--- src/rtl/stopwatch_pkg.sv ---
// Shared types and default constants for the stopwatch input front end.
// Holds the debounce state encoding and the default timing constants.
package stopwatch_pkg;

   typedef enum logic [1:0] {
      IDLE,
      PRESS_WAIT,
      PRESSED,
      RELEASE_WAIT
   } db_state_t;

   localparam int DEBOUNCE_CYCLES_DEF = 1000000;
   localparam int HOLD_CYCLES_DEF     = 200000000;
   localparam int CNT_W_DEF           = 20;

   // The debounced level is implied by the state: high only in PRESSED/RELEASE_WAIT.
   function automatic logic state_level(db_state_t s);
      return (s == PRESSED) || (s == RELEASE_WAIT);
   endfunction

endpackage

--- src/rtl/debounce_channel.sv ---
// One input channel: 2-FF synchroniser, mismatch counter and debounce FSM.
// Outputs the debounced level db and a one-cycle rise flag on each accepted press.
module debounce_channel
   import stopwatch_pkg::*;
#(
   parameter int DEBOUNCE_CYCLES = DEBOUNCE_CYCLES_DEF,
   parameter int CNT_W           = CNT_W_DEF
) (
   input  logic clk,
   input  logic reset,
   input  logic raw,
   output logic db,
   output logic rise
);

   localparam logic [CNT_W-1:0] CNT_LAST = CNT_W'(DEBOUNCE_CYCLES - 1);

   if ((DEBOUNCE_CYCLES < 2) || ((64'(1) << CNT_W) <= 64'(DEBOUNCE_CYCLES))) begin : g_bad_params
      $error("debounce_channel: DEBOUNCE_CYCLES must be >= 2 and fit in CNT_W bits");
   end

   logic             sync1;
   logic             sync2;
   db_state_t        state;
   db_state_t        state_next;
   logic [CNT_W-1:0] cnt;
   logic [CNT_W-1:0] cnt_next;
   logic             rise_next;

   always_ff @(posedge clk) begin
      if (reset) begin
         sync1 <= 1'b0;
         sync2 <= 1'b0;
      end else begin
         sync1 <= raw;
         sync2 <= sync1;
      end
   end

   always_ff @(posedge clk) begin
      if (reset) begin
         state <= IDLE;
         cnt   <= '0;
         rise  <= 1'b0;
      end else begin
         state <= state_next;
         cnt   <= cnt_next;
         rise  <= rise_next;
      end
   end

   // Any cycle where the synchronised value agrees with db clears the count,
   // so a glitch shorter than DEBOUNCE_CYCLES never reaches the flip.
   always_comb begin
      state_next = state;
      cnt_next   = '0;
      rise_next  = 1'b0;
      case (state)
         IDLE: begin
            if (sync2) begin
               state_next = PRESS_WAIT;
               cnt_next   = CNT_W'(1);
            end
         end
         PRESS_WAIT: begin
            if (!sync2) begin
               state_next = IDLE;
            end else if (cnt == CNT_LAST) begin
               state_next = PRESSED;
               rise_next  = 1'b1;
            end else begin
               cnt_next = cnt + 1'b1;
            end
         end
         PRESSED: begin
            if (!sync2) begin
               state_next = RELEASE_WAIT;
               cnt_next   = CNT_W'(1);
            end
         end
         RELEASE_WAIT: begin
            if (sync2) begin
               state_next = PRESSED;
            end else if (cnt == CNT_LAST) begin
               state_next = IDLE;
            end else begin
               cnt_next = cnt + 1'b1;
            end
         end
         default: state_next = IDLE;
      endcase
   end

   assign db = state_level(state);

endmodule

--- src/rtl/button_conditioner.sv ---
// Board-input front end: debounces start/stop/reset buttons and the up switch.
// Optional long-hold clear on the reset button is built with STOPWATCH_HOLD_EN.
module button_conditioner
   import stopwatch_pkg::*;
#(
   parameter int DEBOUNCE_CYCLES = DEBOUNCE_CYCLES_DEF,
   parameter int CNT_W           = CNT_W_DEF,
   parameter int HOLD_CYCLES     = HOLD_CYCLES_DEF
) (
   input  logic clk,
   input  logic reset,
   input  logic btn_start_raw,
   input  logic btn_stop_raw,
   input  logic btn_reset_raw,
   input  logic sw_up_raw,
   output logic start_pulse,
   output logic stop_pulse,
   output logic reset_pulse,
   output logic up_level,
   output logic clear_all_pulse
);

   logic start_db;
   logic start_rise;
   logic stop_db;
   logic stop_rise;
   logic reset_db;
   logic reset_rise;
   logic sw_db;
   logic sw_rise;

   debounce_channel #(.DEBOUNCE_CYCLES(DEBOUNCE_CYCLES), .CNT_W(CNT_W)) u_start (
      .clk   (clk),
      .reset (reset),
      .raw   (btn_start_raw),
      .db    (start_db),
      .rise  (start_rise)
   );

   debounce_channel #(.DEBOUNCE_CYCLES(DEBOUNCE_CYCLES), .CNT_W(CNT_W)) u_stop (
      .clk   (clk),
      .reset (reset),
      .raw   (btn_stop_raw),
      .db    (stop_db),
      .rise  (stop_rise)
   );

   debounce_channel #(.DEBOUNCE_CYCLES(DEBOUNCE_CYCLES), .CNT_W(CNT_W)) u_reset (
      .clk   (clk),
      .reset (reset),
      .raw   (btn_reset_raw),
      .db    (reset_db),
      .rise  (reset_rise)
   );

   debounce_channel #(.DEBOUNCE_CYCLES(DEBOUNCE_CYCLES), .CNT_W(CNT_W)) u_sw (
      .clk   (clk),
      .reset (reset),
      .raw   (sw_up_raw),
      .db    (sw_db),
      .rise  (sw_rise)
   );

   // Masked events are dropped outright: reset beats stop, stop beats start.
   always_ff @(posedge clk) begin
      if (reset) begin
         start_pulse <= 1'b0;
         stop_pulse  <= 1'b0;
         reset_pulse <= 1'b0;
         up_level    <= 1'b0;
      end else begin
         reset_pulse <= reset_rise;
         stop_pulse  <= stop_rise & ~reset_rise;
         start_pulse <= start_rise & ~stop_rise & ~reset_rise;
         up_level    <= sw_db;
      end
   end

`ifdef STOPWATCH_HOLD_EN
   localparam int              HOLD_W    = $clog2(HOLD_CYCLES + 2);
   localparam logic [HOLD_W-1:0] HOLD_LAST = HOLD_W'(HOLD_CYCLES);

   logic [HOLD_W-1:0] hold_cnt;

   // The counter parks one past HOLD_LAST so the clear fires once per press.
   always_ff @(posedge clk) begin
      if (reset) begin
         hold_cnt        <= '0;
         clear_all_pulse <= 1'b0;
      end else begin
         clear_all_pulse <= reset_db && (hold_cnt == HOLD_LAST);
         if (!reset_db) begin
            hold_cnt <= '0;
         end else if (hold_cnt <= HOLD_LAST) begin
            hold_cnt <= hold_cnt + 1'b1;
         end
      end
   end
`else
   if (HOLD_CYCLES < 1) begin : g_bad_hold
      $error("button_conditioner: HOLD_CYCLES must be >= 1");
   end

   assign clear_all_pulse = 1'b0;
`endif

   logic unused_db;
   assign unused_db = ^{start_db, stop_db, reset_db, sw_rise};

endmodule

--- config.mk ---
export PLATFORM = sky130hd
export DESIGN_NAME = button_conditioner
export DESIGN_NICKNAME = d
export VERILOG_FILES = /design/src/rtl/stopwatch_pkg.sv /design/src/rtl/debounce_channel.sv /design/src/rtl/button_conditioner.sv
export SDC_FILE = /design/constraint.sdc
export NUM_CORES = 1
export LEC_CHECK = 0
export BUFFER_PORTS_ARGS = -buffer_cell sky130_fd_sc_hd__buf_2
export CAP_MARGIN = 40
export CORE_ASPECT_RATIO = 1.1
export CORE_MARGIN = 2
export CORE_UTILIZATION = 45
export DETAILED_ROUTE_END_ITERATION = 10
export SLEW_MARGIN = 20
export SYNTH_ARGS = -nofsm -noshare
export SYNTH_HDL_FRONTEND = slang
export SYNTH_SLANG_ARGS = --single-unit
--- constraint.sdc ---
create_clock -name clk -period 5.96 [get_ports clk]
set_clock_uncertainty 0.2 [all_clocks]
set_input_delay 0.894 -clock clk [delete_from_list [all_inputs] [get_ports clk]]
set_output_delay 0.894 -clock clk [all_outputs]
set_load 0.005 [all_outputs]
==> results of run 1 <==
power breakdown:
group | internal [W] | switching, W | leakage, nW
Sequential | 0.000692 | 0.00000240 | 0.832
Combinational | 0.00000462 | 0.00000653 | 0.499
Clock | 0.000204 | 0.000227 | 0.100
Total | 0.000900 | 0.000236 | 1.43
layer usage:
metal / vias up / global-route usage (%) / wire length (µm)
met3: 10 / 3.68 / 205
met2: 30 / 24.5 / 3610
met1: 1581 / 21.3 / 4030
li1: 1747 / - / -
met5: - / 0 / 0
met4: 0 / 5.87 / 123
logic make-up (layout without fill, tap and decap cells):
logic type,after synthesis,after routing
AO/OA/AOI/OAI,57,57
buffers and inverters,32,45
flip-flops,103,103
adder cells (fa/ha/maj),4,4
XOR/XNOR,58,58
other,1,1
AND/OR/NAND/NOR,236,236
worst paths after layout:
path,to,depth (start not counted)
min reg2reg,u_reset.sync2,1
max reg2reg,u_reset.cnt[3],5
max,u_reset.cnt[3],5
min,u_reset.sync2,1
stage by stage:
| stage | cells | power (W) |
|---|---|---|
| 5_1_grt | 624 | 0.00118 |
| 6_report | 624 | 0.00114 |
| 3_5_place_dp | 608 | 0.000721 |
| 2_1_floorplan | 491 | 0.000718 |
| 3_3_place_gp | 608 | 0.000721 |
| 4_1_cts | 624 | 0.00115 |
state kept, by name, summed over array words and instances, names as in the netlist, 20 cells and up, named ones only:
register	flops
u_sw.cnt	20
u_reset.cnt	20
u_stop.cnt	20
u_start.cnt	20
area by class of cell:
class                           instances  area, µm²  share of cell area [%]
Clock buffer                           12        145                    3.05
Sequential cell                       103       2060                    43.4
Tap cell                              120        150                    3.16
Multi-Input combinational cell        356       2230                    46.9
Clock inverter                          4       45.0                   0.947
Timing Repair Buffer                    9       45.0                   0.947
Inverter                               20       75.1                    1.58
cells in the final DEF, fill, tap and decap left out, types with 13 or more instances in the layout:
cell type / instances
nor2b_1: 13
a21oi_1: 26
or3_1: 16
nand2_1: 27
nor2_1: 64
xor2_1: 29
nand4_1: 24
nand3_1: 23
xnor2_1: 29
inv_1: 20
dfxtp_1: 103
==> flow_summary.json, run 1 <==
{
  "tightestPinTransition_ns": 0.858,
  "setup_ws_ns": 3.48,
  "coreArea_mm2": 0.00975,
  "antenna_found_initial": 0,
  "grt_pass1_wl_um": 13800,
  "syn_inst": 491,
  "syn-num-nets": 501,
  "synth_top_family_by_area": "simple AND/OR/NAND/NOR gates",
  "antenna_cells": 0,
  "netlist_area_mm2": 0.00443,
  "synth-simple-area-share_pct": 29.7,
  "fin_crit_ns": 2.48,
  "crit_chain": "ha_1, nand3_2, or4_4, o21ai_2, nor2_1",
  "min-delay-start": "u_reset.sync1",
  "numCtsBuffers": 9,
  "synthAdderAreaFrac_pct": 1.13,
  "ctsResizeCount": 0,
  "synth.distinct_cells": 44,
  "synth-xor-area-share_pct": 11.5,
  "ys_top_cells_by_count": "dfxtp_1, nor2_1, xnor2_1, xor2_1, nand2_1",
  "hold_buffers": 0,
  "first_pass_iters": 4,
  "grt.overflow.total": 0,
  "grt_pass1_vias": 3053,
  "relSlewSlack_pct": 42.8,
  "postPlaceCellArea_mm2": 0.00456,
  "cts-htree-levels": 3,
  "cp.required_ns": 5.98,
  "dieArea_mm2": 0.0107,
  "criticalPathCategory": "reg2reg",
  "synth_top_area_share_pct": 46.5,
  "wirelength_um": 7970,
  "start_kind": "flip-flop",
  "dpl.hpwl_um": 5440,
  "synth_ff_type": "dfxtp_1",
  "io_pins": 11,
  "fin_hold_ws_ns": 0.242,
  "setup_viol": 0,
  "crit_slowest_cell": "o21ai_2",
  "drc_errors": 0,
  "cts_setup_buffers": 0,
  "fin_setup_tns_ns": 0,
  "cts.sinks": 103,
  "reg2reg_from": "u_reset.cnt[0]",
  "cp_max_fo": 18,
  "async_reset_ff_share_pct": 0,
  "startpoint": "u_reset.cnt[0]",
  "root_buffer": "clkbuf_8",
  "cts_tree": "built",
  "synth-warning-count": 0,
  "irDropWorstVdd_mv": 0.122,
  "wire_per_inst_um": 12.8,
  "drive_above_1_share_pct": 6.75,
  "cp-end-kind": "flip-flop",
  "rows": 38,
  "synth_compound_area_share_pct": 8.02,
  "ys_ff_latch": 103,
  "crit_family": "simple AND/OR/NAND/NOR gates",
  "grt_max_degree": 23,
  "clk_pin_slew_ns": 0.09,
  "synth_edf_count": 0,
  "die_x_um": 98.6,
  "yosysSeqAreaShare_pct": 46.5,
  "nFillCells": 940,
  "hold_viol": 0,
  "rsz0062_at_grt": "false",
  "routed_via_density": 5.40,
  "die_y_um": 108,
  "powerDensity_mw_per_mm2": 239,
  "cap_violations": 0,
  "synth_area_leaders": "dfxtp_1, xnor2_1, xor2_1",
  "fin_area_mm2": 0.00475,
  "drt_iter0_markers": 114,
  "avgSynthCellArea_um2": 9.03,
  "final_core_util_pct": 48.8,
  "yosysMostFrequentCell": "dfxtp_1",
  "area_delta_synth_final_pct": 7.25,
  "hp-class": "reg2reg",
  "grt_usage_pct": 15.7,
  "clk_latency_ns": 0.36,
  "fin_crit_sh_pct": 41.6,
  "critPathArrivalTime_ns": 2.50,
  "r2r_slack_ns": 3.48,
  "port_buffers": 9,
  "p_leak_nw": 1.43,
  "drv_slew": 0,
  "gp_congestion": 0.743,
  "synth_area_leader_cell": "dfxtp_1",
  "muxShareOfSynthArea_pct": 0,
  "cp_num_buf_inv": 0,
  "detail-route-antenna-nets": 0,
  "slowest_delay_ns": 0.62,
  "start_util_pct": 45.5,
  "fmax_mhz": 404,
  "pre_cts_slack_ns": 3.36,
  "nNetsFinal": 509,
  "vias": 3368,
  "clk_path_buf_depth": 2,
  "outcome": "complete, no violations"
}
Power figures use the tool's default switching activity.
==> run 2: changes to the inputs <==
- clock period: 5.96 -> 2.1 ns (I/O delays scaled with it)
==> run 2 against run 1 <==
  * Clock power grew to 3.1 times the previous value
  * Clock-buffer cell count decreased by 1
  * Critical path type unchanged
  * Cell count is 4.0% higher
  * Critical path depth unchanged
  * Non-clock buffer count is 27 higher
  * Global-route usage increased by 0.20 points
  * Utilization is 2.7 points higher
  * First-iteration DRC count shrank 3.5%
  * Power grew to 2.9 times the previous value
  * Maximum frequency grew 23%
==> flow_summary.json, run 2 (synthesis results as in run 1) <==
{
  "outcome": "complete, no violations",
  "drt_iter0_markers": 110,
  "irDropWorstVdd_mv": 0.323,
  "root_buffer": "clkbuf_8",
  "startpoint": "u_reset.cnt[1]",
  "grt.overflow.total": 0,
  "final_cell_mix": "dfxtp_1, nor2_1, xor2_1, xnor2_1, nand2_1",
  "totalPowerFinal_w": 0.00334,
  "fin_crit_ns": 2.02,
  "drc_errors": 0,
  "clk_pin_slew_ns": 0.09,
  "detail-route-antenna-nets": 0,
  "antenna_cells": 0,
  "setup_viol": 0,
  "cts.sinks": 103,
  "gp_congestion": 0.786,
  "rows": 38,
  "wirelength_um": 7920,
  "cp_max_fo": 5,
  "routed_via_density": 5.25,
  "final_core_util_pct": 51.5,
  "grt_pass1_wl_um": 14100,
  "r2r_slack_ns": 0.08,
  "dpl.hpwl_um": 5620,
  "nFillCells": 899,
  "start_util_pct": 45.5,
  "hp-class": "in2reg",
  "first_pass_iters": 4,
  "grt_max_degree": 22,
  "clk_latency_ns": 0.36,
  "area_delta_synth_final_pct": 13.3,
  "cts_tree": "built",
  "dieArea_mm2": 0.0107,
  "cap_violations": 0,
  "io_pins": 11,
  "grt_pass1_vias": 3183,
  "powerDensity_mw_per_mm2": 666,
  "vias": 3410,
  "criticalPathCategory": "reg2reg",
  "cp.required_ns": 2.19,
  "cp-end-kind": "flip-flop",
  "wire_per_inst_um": 12.2,
  "reg2reg_from": "u_reset.cnt[1]",
  "coreArea_mm2": 0.00975,
  "numCtsBuffers": 9,
  "setup_ws_ns": 0.0842,
  "critPathArrivalTime_ns": 2.10,
  "hold_viol": 0,
  "port_buffers": 9,
  "fmax_mhz": 496,
  "ff2ff_path_depth": 5,
  "cts-htree-levels": 3,
  "clk_path_buf_depth": 2,
  "die_x_um": 98.6,
  "p_leak_nw": 1.57,
  "nNetsFinal": 536,
  "die_y_um": 108,
  "final_common_cell": "dfxtp_1",
  "pre_cts_slack_ns": 0.0225,
  "antenna_found_initial": 0,
  "fin_crit_sh_pct": 96.0,
  "start_kind": "flip-flop",
  "grt_usage_pct": 15.9,
  "drv_slew": 0,
  "drive_above_1_share_pct": 11.7
}
run 2: power by group:
part	internal [W]	switching (W)	leakage, nW	total (W)
combinational	0.0000200	0.0000203	0.633	0.0000403
sequential	0.00196	0.00000724	0.834	0.00197
clock	0.000694	0.000639	0.105	0.00133
total	0.00268	0.000667	1.57	0.00334
run 2: worst min-delay path by stage:
stage | startpoint | depth (start not counted) | endpoint | slack, ns
after floorplan | u_stop.rise | 1 | start_pulse | 0.19
after global routing | reset | 3 | up_level | 0.19
after detailed placement | u_stop.rise | 1 | start_pulse | 0.21
after global placement | u_stop.rise | 1 | start_pulse | 0.22
after CTS | reset | 4 | u_start.cnt[0] | 0.14
final | reset | 4 | u_stop.cnt[0] | 0.15
run 2: timing repair:
item	in CTS	in global routing
endpoints found under the setup margin	0	10
gates resized for setup	0	6
buffers inserted	0	1
hold endpoints to repair	4	0
hold buffers	4	0
run 2: worst max-delay path, stage by stage (launching register included):
cell	delay [ns]
dfxtp_1	0.36
ha_2	0.20
nand3_2	0.07
or4_4	0.55
or4_1	0.41
a21oi_1	0.16
run 2: stage by stage:
stage | hold slack (ns) | std cells | TNS, ns | area (µm²)
final | 0.147 | 649 | 0 | 5020
after global routing | 0.194 | 649 | -0.0149 | 5020
after CTS | 0.139 | 648 | 0 | 5000
after detailed placement | 0.206 | 630 | 0 | 4750
after global placement | 0.217 | 630 | 0 | 4750
after floorplan | 0.192 | 491 | 0 | 4430
run 2: area by class of cell:
class | instances | area (µm²) | share of cell area (%)
clock buffers | 11 | 141 | 2.82
clock inverters | 3 | 68.8 | 1.37
inverters | 20 | 75.1 | 1.49
well taps | 120 | 150 | 2.99
repair buffers | 36 | 283 | 5.63
multi-input cells | 356 | 2240 | 44.5
flip-flops and latches | 103 | 2070 | 41.2
run 2: layer usage:
metal	GRT usage, %	part of all wire [%]	vias to the layer above
met1	21.6	51	1567
met3	3.30	2.7	9
met2	25.0	44	35
met5	0	0	-
met4	6.16	1.4	0
li1	-	-	1799
